--- config.mk ---
export PLATFORM = sky130hd
export DESIGN_NAME = hex_counter_display
export DESIGN_NICKNAME = d
export VERILOG_FILES = /design/src/rtl/hex_display_pkg.sv /design/src/rtl/clock_tick_divider.sv /design/src/rtl/hex_counter_display.sv
export SDC_FILE = /design/constraint.sdc
export NUM_CORES = 1
export LEC_CHECK = 0
export CORE_ASPECT_RATIO = 2
export CORE_MARGIN = 3
export CORE_UTILIZATION = 58
export DETAILED_ROUTE_END_ITERATION = 8
export PLACE_DENSITY = 0.89
export SYNTH_ARGS = -nofsm -noshare
export SYNTH_HDL_FRONTEND = slang
export SYNTH_SLANG_ARGS = --single-unit
--- constraint.sdc ---
create_clock -name clk -period 5.1 [get_ports clk]
set_input_delay 0.51 -clock clk [delete_from_list [all_inputs] [get_ports clk]]
set_output_delay 0.51 -clock clk [all_outputs]
set_load 0.03 [all_outputs]
--- src/rtl/hex_display_pkg.sv ---
// ---------------------------------------------------------------------------
// hex_display_pkg : 7-segment constants and nibble decode. Rev 1.0
// ---------------------------------------------------------------------------
`default_nettype none

package hex_display_pkg;

  localparam logic [6:0] SEG_BLANK = 7'b1111111;

  // Active-low segments, bit0=a .. bit6=g, indexed by nibble value.
  localparam logic [6:0] SEG_TABLE [16] = '{
    7'b1000000, 7'b1111001, 7'b0100100, 7'b0110000,
    7'b0011001, 7'b0010010, 7'b0000010, 7'b1111000,
    7'b0000000, 7'b0010000, 7'b0001000, 7'b0000011,
    7'b1000110, 7'b0100001, 7'b0000110, 7'b0001110
  };

  function automatic logic [6:0] hex_to_seg(input logic [3:0] nibble);
    return SEG_TABLE[nibble];
  endfunction

endpackage

`default_nettype wire

--- src/rtl/clock_tick_divider.sv ---
// ---------------------------------------------------------------------------
// clock_tick_divider : enable-gated divider, registered one-cycle tick. Rev 1.0
// ---------------------------------------------------------------------------
`default_nettype none

module clock_tick_divider #(
  parameter int DIV_MAX = 12_000_000 - 1
) (
  input  logic clk,
  input  logic rst,
  input  logic en,
  input  logic clear,
  output logic tick
);

  localparam int CW = (DIV_MAX > 0) ? $clog2(DIV_MAX + 1) : 1;
  localparam logic [CW-1:0] TERM = CW'(DIV_MAX);

  logic [CW-1:0] div_cnt;

  always_ff @(posedge clk) begin
    if (rst || clear) begin
      div_cnt <= '0;
      tick    <= 1'b0;
    end else begin
      tick <= 1'b0;
      if (en) begin
        if (div_cnt == TERM) begin
          div_cnt <= '0;
          tick    <= 1'b1;
        end else begin
          div_cnt <= div_cnt + CW'(1);
        end
      end
    end
  end

endmodule

`default_nettype wire

--- src/rtl/hex_counter_display.sv ---
// ---------------------------------------------------------------------------
// hex_counter_display : multi-digit hex counter with 7-segment decode. Rev 1.0
// ---------------------------------------------------------------------------
`default_nettype none

module hex_counter_display #(
  parameter int                      NUM_DIGITS    = 4,
  parameter int                      DIV_MAX       = 12_000_000 - 1,
  parameter logic [4*NUM_DIGITS-1:0] MAX_VALUE     = '1,
  parameter bit                      BLANK_LEADING = 1'b0
) (
  input  logic                      clk,
  input  logic                      rst,
  input  logic                      en,
  input  logic                      dir,
  input  logic                      step,
  input  logic                      load,
  input  logic [4*NUM_DIGITS-1:0]   load_value,
  output logic [4*NUM_DIGITS-1:0]   count,
  output logic [7*NUM_DIGITS-1:0]   hex,
  output logic                      tick,
  output logic                      wrap
);

  import hex_display_pkg::*;

  localparam int W = 4 * NUM_DIGITS;

  logic           step_prev;
  logic           step_pulse;
  logic           advance;
  logic [W-1:0]   load_sat;
  logic [7*NUM_DIGITS-1:0] hex_next;
  logic [7*NUM_DIGITS-1:0] hex_rst;

  clock_tick_divider #(
    .DIV_MAX(DIV_MAX)
  ) u_div (
    .clk  (clk),
    .rst  (rst),
    .en   (en),
    .clear(load),
    .tick (tick)
  );

  // step edge is registered so it lines up with the registered tick.
  assign advance  = tick | step_pulse;
  assign load_sat = (load_value > MAX_VALUE) ? MAX_VALUE : load_value;

  always_ff @(posedge clk) begin
    if (rst) begin
      step_prev  <= 1'b1;
      step_pulse <= 1'b0;
      count      <= '0;
      wrap       <= 1'b0;
    end else begin
      step_prev  <= step;
      step_pulse <= step & ~step_prev;
      wrap       <= 1'b0;
      if (load) begin
        count <= load_sat;
      end else if (advance) begin
        if (!dir) begin
          if (count == MAX_VALUE) begin
            count <= '0;
            wrap  <= 1'b1;
          end else begin
            count <= count + W'(1);
          end
        end else begin
          if (count == '0) begin
            count <= MAX_VALUE;
            wrap  <= 1'b1;
          end else begin
            count <= count - W'(1);
          end
        end
      end
    end
  end

  for (genvar i = 0; i < NUM_DIGITS; i++) begin : g_digit
    logic upper_zero;
    assign upper_zero = ((count >> (4 * i)) == '0);
    assign hex_next[7*i +: 7] = (BLANK_LEADING && (i > 0) && upper_zero)
                                ? SEG_BLANK : hex_to_seg(count[4*i +: 4]);
    assign hex_rst[7*i +: 7]  = (BLANK_LEADING && (i > 0))
                                ? SEG_BLANK : hex_to_seg(4'h0);
  end

  always_ff @(posedge clk) begin
    if (rst) begin
      hex <= hex_rst;
    end else begin
      hex <= hex_next;
    end
  end

endmodule

`default_nettype wire

==> results by group <==
Outcome
  • Outcome: finished clean

Placement
  • Dpl ws: 2400 ps
  • Post-DP HPWL: 8.01 mm
  • IO Port Bufs: 67
  • Placer Congestion: 0.910
  • Placed insts: 669
  • Placed cell areas: 0.00487 mm²

Layout
  • Post-route insts no fill: 685
  • Final instance area: 0.00518 mm²
  • Final net count: 634
  • Share of layout cells above drive strength 1: 5.04%
  • Area Growth Syn to Fin: 22.8%
  • ANT cells: 0
  • Filler cells: 544

Global routing
  • Antenna violations before repair: 0
  • Largest net degree at the start of global routing: 50
  • GR Util met1: 27.6%
  • Vias in the first global route: 3973
  • Overflow after GRT: 0
  • Global routing met2 resource utilization: 49.7%
  • GR peak layer: met2
  • First-pass GRT wire length: 18.1 mm
  • GR Util met3: 5.31%
  • Gr usage total: 27.8%

Pwr
  • Switching Share: 28.3%
  • Reg power frac: 39.6%
  • Comb pwr share: 19.3%
  • VDD IR-drop max: 0.326 mV
  • Leak Pwr: 1.86 nW
  • Power Dens Cells: 311 mW/mm²
  • Clock power frac: 41.0%
  • Switching power: 0.456 mW
  • Internal power: 1.15 mW

Yosys
  • Mapped Area: 0.00422 mm²
  • Syn_nets: 589
  • Dominant cell type by area after synthesis: dfxtp_1
  • Mapped Avg Cell Area: 7.75 µm²
  • Post-synth top cells: dfxtp_1 (72), nor2_1 (69), nand2_1 (53)
  • Synth unique cells: 63
  • Synth area leaders: dfxtp_1 (34%), ha_1 (6.5%), nor2_1 (6.1%), a21oi_1 (6.0%), xnor2_1 (5.4%)
  • Top-count cell post-synth: dfxtp_1
  • Asr flop ratio synth: 0%
  • Post-synthesis sequential area ratio: 34.1%
  • Syn Inst Count: 545
  • EDFF count, synth: 0
  • Post-synth top area share: 34.1%
  • Ys flop type: dfxtp_1
  • Ys Warns: 0
  • Seq cells post-synth: 72

Worst setup path
  • Slowest CP cell: dfxtp_1
  • CP endpoint kind: primary output
  • Cell depth of the worst setup path: 1
  • CP max FO: 25
  • Worst R2R End: count[7]
  • WP data arrival: 2060 ps
  • Worst setup SP type: register
  • Critical Path Max Stage Delay: 870 ps
  • CP Class: reg -> out
  • Critical Path RT: 4590 ps
  • R2r worst-path depth: 7
  • WP buf/inv: 1
  • Register-to-register setup slack: 2550 ps
  • Delay-heaviest family, CP: flip-flops
  • Worst setup path end: count[2]
  • Worst r2r src: count[9]
  • Crit path from: count[2]
  • Crit-path cells: clkdlybuf4s50_1

STA
  • Setup ws final: 2530 ps
  • RSZ-0062 raised after global routing: false
  • Pins Over Slew Limit: 0
  • Tcrit/Tclk final: 50.4%
  • Slew @ Worst Pin: 852 ps
  • Post-Route Skew: 4.56 ps
  • F_max: 389 MHz
  • Post-layout min period: 2570 ps
  • Fin Setup TNS: 0 ps
  • Slew margin rel.: 43.1%
  • Hold Slack: 398 ps
  • Final Hold Fails: 0
  • Final setup viols: 0

Clock tree
  • Worst-Skew Late Latency: 340 ps
  • CTS Hold Buffers Added: 0
  • Post-CTS setup buffer count: 0
  • Root buffer cell: clkbuf_16
  • Clock Pin Slew Worst Setup and Hold Paths: 50 ps
  • TritonCTS clock tree: built
  • CTS H-tree lvls: 3
  • CTS sink cnt: 72
  • Longest Clk Path Bufs: 2
  • Num CTS Buffers: 9
  • Post-cts resize count: 0

Drt
  • Post-route ant nets: 0
  • First-pass DRT Iterations: 4
  • Vias post-DR: 4121
  • 1st-iter DRT viols: 377
  • WL final: 11.1 mm
  • DR WL/cell: 16.2 µm
  • Vias/cell: 6.02
  • Number of remaining DRC errors: 0

Floorplanning
  • Initial Utilization: 60.4%
  • IO Count: 68
  • Die area: 0.00840 mm²
  • Die H: 127 µm
  • Core area: 0.00699 mm²
  • FP Rows: 43
  • Die W: 66.3 µm

Job
  • Max-Cap Viols: 0

Min path
  • Min-Delay Path Class: reg -> reg
  • WHS Path Cells: 1
placed cells by master, fill, tap and decap left out, types with 5 or more instances in the layout:
master and count:
nand4_1 10, xor2_1 6, o31ai_1 6, a311oi_1 7
inv_1 29, xnor2_1 26, nand2_1 53, clkdlybuf4s50_1 67
nor4_1 12, nor3_1 21, nand3_1 17, ha_1 22
a211oi_1 9, clkbuf_16 9, nor2_1 69, dfxtp_1 72
nand2b_1 8, or2_2 5, nor2b_1 5, a21oi_1 51
o21ai_0 20
area by class of cell:
type                    instances  area [µm²]  area share, %
clock inverters                 2        35.0          0.676
repair buffers                 69         686           13.2
flip-flops and latches         72        1440           27.8
multi-input cells             406        2510           48.3
well taps                      90         113           2.17
clock buffers                  14         284           5.48
inverters                      32         120           2.32
metrics by stage:
step | util (%) | power (mW)
global placement | 69.6 | 0.948
CTS | 74.1 | 1.61
global route | 74.1 | 1.67
finish | 74.1 | 1.61
detailed placement | 69.6 | 0.956
floorplan | - | 0.847
cells by family after synthesis:
logic type / after synthesis / synth area share, %
and+or+nand+nor: 223 / 25.6
xor gates and xnor gates: 32 / 6.64
buffers and inverters: 67 / 6.52
AOI/OAI and AO/OA: 125 / 19.6
muxes: 4 / 1.01
adders and majority gates: 22 / 6.52
DFF: 72 / 34.1
worst min-delay path by stage:
stage,endpoint,start,slack (ps)
after floorplan,step_pulse,step_prev,370
after global placement,step_pulse,step_prev,390
after detailed placement,step_pulse,step_prev,400
after CTS,step_pulse,step_prev,400
after global routing,step_pulse,step_prev,420
final,step_pulse,step_prev,400
per-layer routing:
layer | vias up | wire, µm
met1 | 1908 | 3940
met2 | 156 | 6020
li1 | 2008 | -
met5 | - | 0
met3 | 49 | 562
met4 | 0 | 551
state kept, by name, indices dropped and copies added (netlist names):
name	flops
step_pulse	1
u_div.div_cnt	24
u_div.tick	1
wrap	1
count	16
step_prev	1
hex	28
power by group through the flow:
stage / clock network (mW) / registers [mW] / logic, mW
global placement: 0 / 0.646 / 0.302
detailed placement: 0 / 0.648 / 0.307
CTS: 0.666 / 0.636 / 0.310
global route: 0.690 / 0.643 / 0.336
floorplan: 0 / 0.675 / 0.172
finish: 0.661 / 0.638 / 0.311
No activity file was read; power rests on OpenSTA's default activity.
==> edit 1: new RTL, config.mk and constraints unchanged <==
Set the parameter `NUM_DIGITS` to 3 (it was 4).
--- a/src/rtl/hex_counter_display.sv
+++ b/src/rtl/hex_counter_display.sv
@@ -4,7 +4,7 @@
 `default_nettype none
 
 module hex_counter_display #(
-  parameter int                      NUM_DIGITS    = 4,
+  parameter int                      NUM_DIGITS    = 3,
   parameter int                      DIV_MAX       = 12_000_000 - 1,
   parameter logic [4*NUM_DIGITS-1:0] MAX_VALUE     = '1,
   parameter bit                      BLANK_LEADING = 1'b0
Ports: changed (resized count, hex and load_value); port bits go from 68 to 53. No check against the original RTL was run, so the function may have changed too.
==> edit 1 against the original RTL <==
- final area down 17%
- routed wire length down 15%
- register-to-register slack worse by 0.02 ns
- first-iteration DRC count down 6.6%
- sequential share of layout area up 0.67 points
- global-route usage up 1.7 points
- worst setup slack worse by 0.36 ns
- sequential power down 14%
- area after synthesis down 18%
- worst hold slack worse by 0.0098 ns
- critical path type is now in2reg
- sequential cell count down 11
- power down 6.9%
- largest cell class unchanged
==> edit 1: results <==
metrics = {
    "drt": {
        "dr.pass1.iters": 7,
        "drt-initial-drc-count": 352,
        "routedWlPerCell_um": 17.63,
        "vias": 3474,
    },
    "clock_network": {
        "numCtsBuffers": 9,
        "cts_setup_buffers": 0,
        "clock_latency_ns": 0.34,
        "root_buffer": "clkbuf_16",
    },
    "global_route": {
        "antenna_found_initial": 0,
        "grt_usage": 0.2945,
        "grt_max_degree": 30,
        "grt_pass1_wl_um": 15450,
        "grt_pass1_vias": 3344,
    },
    "synthesis": {
        "ys_types": 60,
        "syn_nets": 471,
        "ys.flop_type": "dfxtp_1",
        "ys_top_cells_by_count": "64 x nor2_1, 61 x dfxtp_1, 41 x nand2_1",
        "async_flop_share": 0,
        "yosysSeqAreaShare": 0.3507,
        "ys_top_cells_by_area": "dfxtp_1 35%, nor2_1 6.9%, ha_1 6.8%, xnor2_1 4.5%, nand2_1 4.4%",
    },
    "pwr": {
        "peakVddDrop_uv": 258.3,
        "total_leakage_power_uw": 0.001520,
    },
    "final_layout": {
        "antenna_cells": 0,
        "n_fill_cell": 430,
        "nNetsFinal": 506,
        "drive_gt1_frac": 0.04430,
        "largestRegisters": "u_div.div_cnt x24, hex x21, count x12",
    },
    "placed_design": {
        "place_congestion": 0.9271,
        "place_hpwl_um": 6633,
        "portBuffers": 52,
        "post-place-ws_ns": 1.851,
    },
    "outcome": {
        "outcome": "finished clean",
    },
    "worst_setup_path": {
        "crit_fanout": 29,
        "worst_r2r_endpoint": "count[10]",
        "slowest_stage": "clkdlybuf4s50_1",
        "reg2reg_slack_ns": 2.53,
        "ff2ff_path_depth": 7,
        "arrival_ns": 3.20,
        "r2r-start": "count[4]",
        "cpPeakStageDelay_ns": 1.07,
    },
    "sta": {
        "worst_clock_skew_ns": 0.009107,
        "relSlewSlack": 0.2307,
    },
    "hold_path": {
        "whs_path_depth": 1,
    },
}
-- edit 1: where the power goes --
| group | total, uW | switching [uW] | internal (uW) |
|---|---|---|---|
| Combinational | 286 | 167 | 119 |
| Sequential | 546 | 43.5 | 502 |
| Clock | 668 | 216 | 452 |
| Total | 1500 | 426 | 1070 |
-- edit 1: final cells by class --
| type | instances | share of cell area |
|---|---|---|
| Clock buffer | 12 | 0.05980 |
| Clock inverter | 4 | 0.01634 |
| Inverter | 14 | 0.01225 |
| Multi-Input combinational cell | 330 | 0.4860 |
| Sequential cell | 61 | 0.2847 |
| Tap cell | 61 | 0.01779 |
| Timing Repair Buffer | 53 | 0.1231 |
-- edit 1: worst max-delay path by stage --
stage             start  slack [ns]  cells after the start         to
6_report            dir        2.17                      6  count[10]
4_1_cts             dir        2.20                      6  count[10]
3_5_place_dp        dir        1.85                      6  count[10]
2_1_floorplan  count[0]        2.85                      6  count[11]
3_3_place_gp        dir        1.95                      6  count[10]
5_1_grt             dir        1.98                      5   count[5]
-- edit 1: per-stage QoR --
stage | instances | area (um2) | hold slack (ns) | power [uW]
final | 535 | 4289 | 0.3884 | 1500
after global routing | 535 | 4289 | 0.4201 | 1551
after CTS | 535 | 4289 | 0.3935 | 1498
after detailed placement | 519 | 3963 | 0.3864 | 833.2
after global placement | 519 | 3963 | 0.3813 | 826.7
after floorplan | 434 | 3482 | 0.3729 | 736.2
-- edit 1: cell families after synthesis --
kind of cell    share of synthesized area
xor+xnor                          0.06791
fa+ha+maj                         0.06827
buf+inv                           0.05066
compound gates                     0.1958
mux                               0.01150
simple gates                       0.2551
flops                              0.3507
-- edit 1: routing by layer --
layer,track usage,part of all wire
met5,0,0
met4,0.2142,0.074
met3,0.07692,0.071
met2,0.5039,0.53
met1,0.2907,0.33
-- edit 1: worst max-delay path: cells and delay by family --
kind                   cells  cell delay, ns
AOI/OAI and AO/OA          3            0.82
and+or+nand+nor            2            0.80
buffers and inverters      1            1.07
==> edit 2: new RTL, config.mk and constraints unchanged <==
Made on the original files. One comparison of `div_cnt` changes from == to >=.
--- a/src/rtl/clock_tick_divider.sv
+++ b/src/rtl/clock_tick_divider.sv
@@ -25,7 +25,7 @@
     end else begin
       tick <= 1'b0;
       if (en) begin
-        if (div_cnt == TERM) begin
+        if (div_cnt >= TERM) begin
           div_cnt <= '0;
           tick    <= 1'b1;
         end else begin
Function: same outputs for any inputs over 10 cycles, from zero or initial values and one cycle with rst high; that may be too few to reach the edited logic, so the function may still have changed.
==> edit 2 against the original RTL <==
- sequential cell count unchanged
- area after synthesis up 4.1%
- power up 1.0%
- register-to-register slack worse by 0.43 ns
- worst hold slack worse by 0.013 ns
- synthesized cell count up 2.6%
- final cell count up 1.0%
- count of clock-buffer cells in the layout down 2
- fmax down 14%
- routed wire length up 21%
- final area up 2.5%
- global-route usage up 4.5 points
- worst setup slack worse by 0.42 ns
==> edit 2: results <==
metrics = {
    "outcome": {
        "outcome": "finished clean",
    },
    "global_route": {
        "grt_pass1_wl_um": 21360,
        "antenna_found_initial": 0,
        "grt_usage": 0.3228,
        "grt_max_degree": 39,
        "grt_pass1_vias": 4383,
    },
    "clock_network": {
        "clock_latency_ns": 0.34,
        "numCtsBuffers": 9,
        "cts.htree.levels": 3,
    },
    "hold_path": {
        "holdCritPathClass": "reg2reg",
        "worstHoldStart": "step_prev",
    },
    "worst_setup_path": {
        "crit_fanout": 27,
        "worst_r2r_endpoint": "count[13]",
        "arrival_ns": 3.20,
        "ff2ff_path_depth": 5,
        "reg2reg_slack_ns": 2.12,
        "r2r-start": "count[2]",
    },
    "synthesis": {
        "ys_types": 67,
        "ys.flop_type": "dfxtp_1",
        "yosysSeqAreaShare": 0.3278,
        "syn_nets": 603,
        "ys_top_cells_by_count": "72 x dfxtp_1, 58 x nor2_1, 53 x nand2_1",
        "ys_top_cells_by_area": "dfxtp_1 33%, ha_1 6.3%, nor2_1 5.0%, nand2_1 4.5%, nor3_1 4.2%",
    },
    "final_layout": {
        "drive_gt1_frac": 0.05667,
        "n_fill_cell": 571,
        "nNetsFinal": 639,
    },
    "pwr": {
        "total_leakage_power_uw": 0.001880,
        "cellInternalPower_uw": 1134,
        "peakVddDrop_uv": 198.0,
    },
    "drt": {
        "drt-initial-drc-count": 354,
        "routedWlPerCell_um": 19.32,
        "vias": 4498,
        "dr.pass1.iters": 5,
    },
    "placed_design": {
        "place_congestion": 0.9816,
        "place_hpwl_um": 9567,
    },
    "sta": {
        "worst_pin_slew_ns": 0.9218,
        "worst_clock_skew_ns": 0.005531,
    },
}
==> edit 2: cell count changes after synthesis, sizes merged, moves of 6 or more <==
cell	delta
a21oi	-23
a31oi	+7
and3	+6
clkbuf	+8
inv	-10
nand3	+7
nor2	-11
nor3	+17
xnor2	-12
xor2	+7
==> edit 2: metrics by stage <==
| step | worst slack, ns | area, um2 | cells | hold slack (ns) |
|---|---|---|---|---|
| 2_1_floorplan | 2.838 | 4397 | 559 | 0.3729 |
| 6_report | 2.115 | 5313 | 692 | 0.3850 |
| 3_3_place_gp | 2.219 | 5005 | 676 | 0.3788 |
| 5_1_grt | 1.918 | 5313 | 692 | 0.4009 |
| 4_1_cts | 2.333 | 5313 | 692 | 0.3875 |
| 3_5_place_dp | 2.151 | 5005 | 676 | 0.3826 |
==> edit 2: routing by layer <==
metal | vias up | wire [um] | GRT usage
met5 | - | 0 | 0
met4 | 0 | 942 | 0.2428
met3 | 75 | 773 | 0.06505
met2 | 231 | 6968 | 0.5520
met1 | 2079 | 4686 | 0.3319
li1 | 2113 | - | -
==> edit 2: logic make-up (layout without fill, tap and decap cells) <==
family          Yosys count  after routing  share of synthesized area
fa+ha+maj                22             22                    0.06261
simple gates            244            244                     0.2851
buf+inv                  64            105                    0.06004
xor+xnor                 27             27                    0.05379
compound gates          124            124                     0.1935
flops                    72             72                     0.3278
mux                       6              6                    0.01707
==> edit 2: power groups by stage <==
| stage | sequential (uW) | combinational, uW | clock (uW) |
|---|---|---|---|
| after CTS | 643 | 326 | 659 |
| after floorplan | 670 | 192 | 0 |
| after global routing | 649 | 355 | 686 |
| after global placement | 653 | 319 | 0 |
| after detailed placement | 655 | 324 | 0 |
| final | 645 | 329 | 653 |
==> edit 2: worst max-delay path by stage <==
stage,to,from
finish,count[13],count[2]
CTS,count[13],count[2]
detailed placement,count[7],load
global route,count[13],count[2]
global placement,count[7],load
floorplan,count[8],count[9]
==> edit 2: final cells by class <==
| class | instances | area [um2] | share of cell area |
|---|---|---|---|
| Sequential cell | 72 | 1441 | 0.2713 |
| Timing Repair Buffer | 68 | 678.2 | 0.1276 |
| Tap cell | 92 | 115.1 | 0.02167 |
| Multi-Input combinational cell | 423 | 2691 | 0.5066 |
| Clock inverter | 4 | 51.30 | 0.009656 |
| Inverter | 21 | 78.83 | 0.01484 |
| Clock buffer | 12 | 256.5 | 0.04828 |
==> edit 2: critical path, stage by stage, from the launching register on <==
cell	delay (ns)
dfxtp_1	0.92
nand4_1	0.48
nor4_1	0.86
a31oi_1	0.17
a211oi_1	0.34
a21oi_2	0.09
